### config.mk
export PLATFORM = sky130hd
export DESIGN_NAME = mac_seq_ctrl
export DESIGN_NICKNAME = d
export VERILOG_FILES = /design/src/rtl/mac_seq_ctrl.sv
export SDC_FILE = /design/constraint.sdc
export NUM_CORES = 1
export LEC_CHECK = 0
export CORE_MARGIN = 2
export CORE_UTILIZATION = 54
export CTS_CLUSTER_SIZE = 25
export DETAILED_ROUTE_END_ITERATION = 10
export DONT_BUFFER_PORTS = 1
export GPL_TIMING_DRIVEN = 0
export PLACE_DENSITY = 0.8
export SLEW_MARGIN = 25
export SYNTH_ARGS = -nofsm -noshare
export SYNTH_HDL_FRONTEND = slang
export SYNTH_SLANG_ARGS = --single-unit
### constraint.sdc
create_clock -name clk -period 1.7 [get_ports clk]
set_input_delay 0.085 -clock clk [delete_from_list [all_inputs] [get_ports clk]]
set_output_delay 0.085 -clock clk [all_outputs]
set_load 0.05 [all_outputs]
### src/rtl/mac_seq_ctrl.sv
// Sequencer for one mac_acc instance: fetches pixel/weight words per neuron,
// strobes the MAC, and hands each accumulated score out on a valid/ready port.
module mac_seq_ctrl #(
    parameter int WPN         = 4,
    parameter int NUM_NEURONS = 10,
    parameter int ADDR_W      = 8,
    parameter int OUT_W       = 22,
    parameter int MAC_LAT     = 2
) (
    input  logic              clk,
    input  logic              rst_n,
    input  logic              start,
    input  logic [ADDR_W-1:0] img_base,
    output logic              busy,
    output logic              done,
    output logic              mem_en,
    output logic [ADDR_W-1:0] pix_addr,
    output logic [ADDR_W-1:0] w_addr,
    output logic              mac_clr,
    output logic              mac_en,
    input  logic [OUT_W-1:0]  acc_in,
    output logic              res_valid,
    input  logic              res_ready,
    output logic [OUT_W-1:0]  res_data,
    output logic [3:0]        res_idx
);

    localparam int KW = (WPN > 1) ? $clog2(WPN) : 1;
    localparam int LW = (MAC_LAT > 0) ? $clog2(MAC_LAT + 1) : 1;

    typedef enum logic [2:0] {
        S_IDLE,
        S_ISSUE,
        S_WAIT,
        S_OUT,
        S_DONE
    } state_t;

    state_t            state;
    state_t            state_nx;
    logic [KW-1:0]     k;
    logic [3:0]        n;
    logic [LW-1:0]     w;
    logic [ADDR_W-1:0] base_q;
    logic [ADDR_W-1:0] w_cnt;
    logic              last_k;
    logic              last_w;
    logic              last_n;

    assign last_k   = (k == KW'(WPN - 1));
    assign last_w   = (w == LW'(MAC_LAT));
    assign last_n   = (n == 4'(NUM_NEURONS - 1));
    assign pix_addr = base_q + ADDR_W'(k);
    assign w_addr   = w_cnt;

    always_ff @(posedge clk or negedge rst_n) begin
        if (!rst_n) begin
            state <= S_IDLE;
        end else begin
            state <= state_nx;
        end
    end

    always_comb begin
        state_nx  = state;
        busy      = 1'b1;
        done      = 1'b0;
        mem_en    = 1'b0;
        res_valid = 1'b0;
        case (state)
            S_IDLE: begin
                busy = 1'b0;
                if (start) begin
                    state_nx = S_ISSUE;
                end
            end
            S_ISSUE: begin
                mem_en = 1'b1;
                if (last_k) begin
                    state_nx = S_WAIT;
                end
            end
            S_WAIT: begin
                if (last_w) begin
                    state_nx = S_OUT;
                end
            end
            S_OUT: begin
                res_valid = 1'b1;
                if (res_ready) begin
                    state_nx = last_n ? S_DONE : S_ISSUE;
                end
            end
            S_DONE: begin
                done     = 1'b1;
                state_nx = S_IDLE;
            end
            default: begin
                busy     = 1'b0;
                state_nx = S_IDLE;
            end
        endcase
    end

    // Weight address is a free-running word counter across neurons, so
    // n*WPN+k comes out without a multiplier.
    always_ff @(posedge clk or negedge rst_n) begin
        if (!rst_n) begin
            k        <= '0;
            n        <= '0;
            w        <= '0;
            base_q   <= '0;
            w_cnt    <= '0;
            res_data <= '0;
            res_idx  <= '0;
            mac_en   <= 1'b0;
            mac_clr  <= 1'b0;
        end else begin
            mac_en  <= mem_en;
            mac_clr <= mem_en && (k == '0);
            case (state)
                S_IDLE: begin
                    if (start) begin
                        base_q <= img_base;
                        k      <= '0;
                        n      <= '0;
                        w_cnt  <= '0;
                    end
                end
                S_ISSUE: begin
                    w_cnt <= w_cnt + 1'b1;
                    if (last_k) begin
                        k <= '0;
                        w <= '0;
                    end else begin
                        k <= k + 1'b1;
                    end
                end
                S_WAIT: begin
                    w <= w + 1'b1;
                    if (last_w) begin
                        res_data <= acc_in;
                        res_idx  <= n;
                    end
                end
                S_OUT: begin
                    if (res_ready && !last_n) begin
                        n <= n + 1'b1;
                        k <= '0;
                    end
                end
                default: begin
                end
            endcase
        end
    end

endmodule

==> flow_summary.yaml <==
timing:
  fmax_mhz: 528
  worst_pin_slew_ps: 644
  fin_crit_ps: 1890
  finalSetupViolCount: 6
  whs_ps: 57.8
  min_period_over_period_pct: 111
  drv_slew: 0
  slew_headroom_pct: 56.9
  finalSetupTns_ps: -765
  rsz0062_at_grt: "yes"
  finalHoldViolations: 0
  setup_ws_ps: -194
  finalClockSkew_ps: 8.07
place:
  dpl.hpwl_um: 3490
  pre_cts_ws_ps: -254
  portBuffers: 0
  dpl-instance-area_um2: 2760
  gp_congestion: 0.787
logic_synthesis:
  synth_top_family_by_area: "simple AND/OR/NAND/NOR gates"
  synth_nets: 262
  synthSimpleGateAreaFrac_pct: 15.8
  muxShareOfSynthArea_pct: 15.4
  synth_seq_cells: 55
  synth-compound-area-share_pct: 5.59
  syn_avg_cell_area_um2: 12.1
  synth.distinct_cells: 43
  synth_xor_area_share_pct: 2.32
  yosys_warnings: 0
  synth_fa_ha_area_share_pct: 4.55
  synth_area_um2: 2640
  ys_seq_area_share_pct: 52.1
  synth_cells: 219
min_path:
  hold_path_class: "input pin to flip-flop"
cts:
  cts_tree: "yes"
  cts_sinks: 55
  cts_htree_levels: 2
  clk_pin_slew_ps: 100
  cts.root.buffer_cell: "clkbuf_8"
  clkLatencyLatePin_ps: 300
  cts_made_buffers: 5
  clock_path_buffers: 2
global_route:
  grt_max_degree: 56
  overflow: 0
  grt_pass1_vias: 1856
  grt_use_total_pct: 21.5
  antenna_found_initial: 1
  grt_pass1_wl_um: 8890
finish:
  fin_util_pct: 74.8
  drive_gt1_share_pct: 32.6
  area_growth_pct: 33.8
  finalNetCount: 312
  design_area_um2: 3530
status:
  outcome: "finished, violations left"
  violations: "setup timing"
die:
  io_pins: 82
  die_h_um: 73.9
  core_um2: 4720
  rows: 25
  die_width_um: 73.9
  dieArea_um2: 5470
  start_util_pct: 55.9
detailed_routing:
  firstDrtPassIters: 4
  dr.first_iter.drc_count: 52
  ant_nets: 0
  vias: 1844
  route.detailed.drc: 0
  viasPerCell: 5.46
  detail_route.wl_per_cell_um: 17.1
  routed_wl_um: 5770
job:
  max-cap-violations: 0
setup_path:
  worstPathArrival_ps: 1810
  startpoint_type: "flip-flop"
  crit_path_max_fanout: 2
  setup.worst_path.class: "flip-flop to output port"
  critPathBufInv: 1
  cpPeakStageDelay_ps: 420
  path_cells: "ha_4, fa_2, buf_6, xor2_4"
  cpLargestDelayFamily: "adder cells"
  worst_setup_path_end_kind: "output port"
  slowest_stage: "dfrtp_1"
  required_ps: 1620
power_and_ir_drop:
  p_leak_nw: 1.63
  ir_drop_uv: 1330
  powerDensity_nw_per_um2: 2110
==> timing repair <==
action | CTS | global route
resized for setup | 30 | 12
endpoints found under the setup margin | 11 | 40
hold endpoints to repair | 89 | 0
hold buffers | 33 | 0
cloned | 0 | 0
buffers inserted | 3 | 7
pin swaps | 7 | 9
==> placed cells by master (no fill, tap or decap), types with 3 or more instances in the layout <==
master         netlist  routed
buf_6                6       9
a21oi_1              6       5
nor2_1               8       6
mux2_2              24      24
buf_4                2       9
clkbuf_8             0       5
inv_1                6       5
dfrtp_2              0       6
dlygate4sd3_1        0      32
mux2_1               4       4
dfrtp_1             55      49
nand2_1             36      36
a31oi_1              3       3
nor2b_1              4       4
xor2_4               0       4
mux2i_1              7       7
ha_1                 8       5
and3_1               3       3
==> flip-flops by register name, indices dropped and copies added (netlist names) <==
signal / count
base_q: 8
k: 2
mac_clr: 1
mac_en: 1
n: 4
res_data: 22
res_idx: 4
state: 3
w: 2
w_addr: 8
==> layer usage <==
layer  vias up  global-route usage (%)  part of all wire (%)  routed length, um
met1       915                    26.5                    39               2230
met2        55                    36.3                    55               3150
li1        861                       -                     -                  -
met5         -                       0                     0                  0
met4         0                    8.89                   2.4                136
met3        13                    5.15                   4.3                249
==> layout make-up <==
cell class / instances / area (um2)
well taps: 67 / 83.8
clock buffers: 6 / 72.6
diodes: 1 / 2.50
clock inverters: 2 / 38.8
inverters: 6 / 26.3
fillers: 308 / 1190
plain buffers: 9 / 87.6
multi-input cells: 149 / 1400
flip-flops and latches: 55 / 1380
repair buffers: 43 / 434
==> report_power, final <==
part	internal (mW)	total (mW)	switching (mW)
sequential	1.83	3.71	1.88
combinational	1.30	2.90	1.60
clock	0.445	0.858	0.413
==> logic make-up (layout without fill, tap and decap cells) <==
group,count (synthesis),after routing
adder cells (fa/ha/maj),9,9
multiplexers,36,36
AO/OA/AOI/OAI,20,20
flip-flops,55,55
XOR/XNOR,7,7
AND/OR/NAND/NOR,77,77
other,0,1
buffers and inverters,15,66
==> metrics by stage <==
stage,instances,power [mW]
floorplan,219,5.54
global placement,286,5.83
detailed placement,286,5.93
CTS,330,7.28
global route,338,7.87
finish,338,7.47
==> worst register-to-register path, delay by kind of cell (launching register included) <==
family / cells / cell delay, ps
AO/OA/AOI/OAI: 1 / 180
adder cells (fa/ha/maj): 1 / 190
buffers and inverters: 1 / 140
flip-flops: 1 / 470
multiplexers: 1 / 470
AND/OR/NAND/NOR: 1 / 60
==> cells in the mapped netlist, drive strengths merged <==
| cell type | count | area [um2] |
|---|---|---|
| dfrtp | 55 | 1380 |
| nand2 | 36 | 135 |
| mux2 | 28 | 315 |
| buf | 9 | 87.6 |
| nor2 | 9 | 36.3 |
| ha | 8 | 100 |
| mux2i | 7 | 70.1 |
| a21oi | 6 | 30.0 |
| inv | 6 | 22.5 |
| nand3 | 5 | 25.0 |
| nor2b | 4 | 25.0 |
| xor2 | 4 | 35.0 |
| a31oi | 3 | 18.8 |
| and2 | 3 | 18.8 |
| and3 | 3 | 18.8 |
| nand2b | 3 | 18.8 |
| nor3b | 3 | 38.8 |
| xnor2 | 3 | 26.3 |
| a32o | 2 | 20.0 |
| nand3b | 2 | 18.8 |
| nand4 | 2 | 12.5 |
| nand4b | 2 | 17.5 |
| nor3 | 2 | 10.0 |
| o21ai | 2 | 13.8 |
| o22a | 2 | 17.5 |
| a22o | 1 | 8.76 |
| a31o | 1 | 8.76 |
| a32oi | 1 | 8.76 |
| a41oi | 1 | 8.76 |
| and3b | 1 | 8.76 |
| fa | 1 | 20.0 |
| mux4 | 1 | 22.5 |
| nor4b | 1 | 23.8 |
| o211ai | 1 | 12.5 |
| or4b | 1 | 10.0 |
==> final timing paths <==
path | slack (ps) | cells after the start | startpoint | to
hold / removal | 60 | 2 | res_ready | k[1]$_DFFE_PN0P_
max in group asynchronous | 1160 | 2 | rst_n | state[0]$_DFFE_PN0P_
hold reg to reg | 520 | 1 | w[1]$_DFFE_PN0P_ | w[1]$_DFFE_PN0P_
setup reg to reg | 80 | 5 | k[1]$_DFFE_PN0P_ | state[0]$_DFFE_PN0P_
setup / recovery | -190 | 4 | base_q[0]$_DFFE_PN0P_ | pix_addr[2]
min in group asynchronous | 280 | 2 | rst_n | w_addr[2]$_DFFE_PN0P_
(Power assumes the default switching activity.)
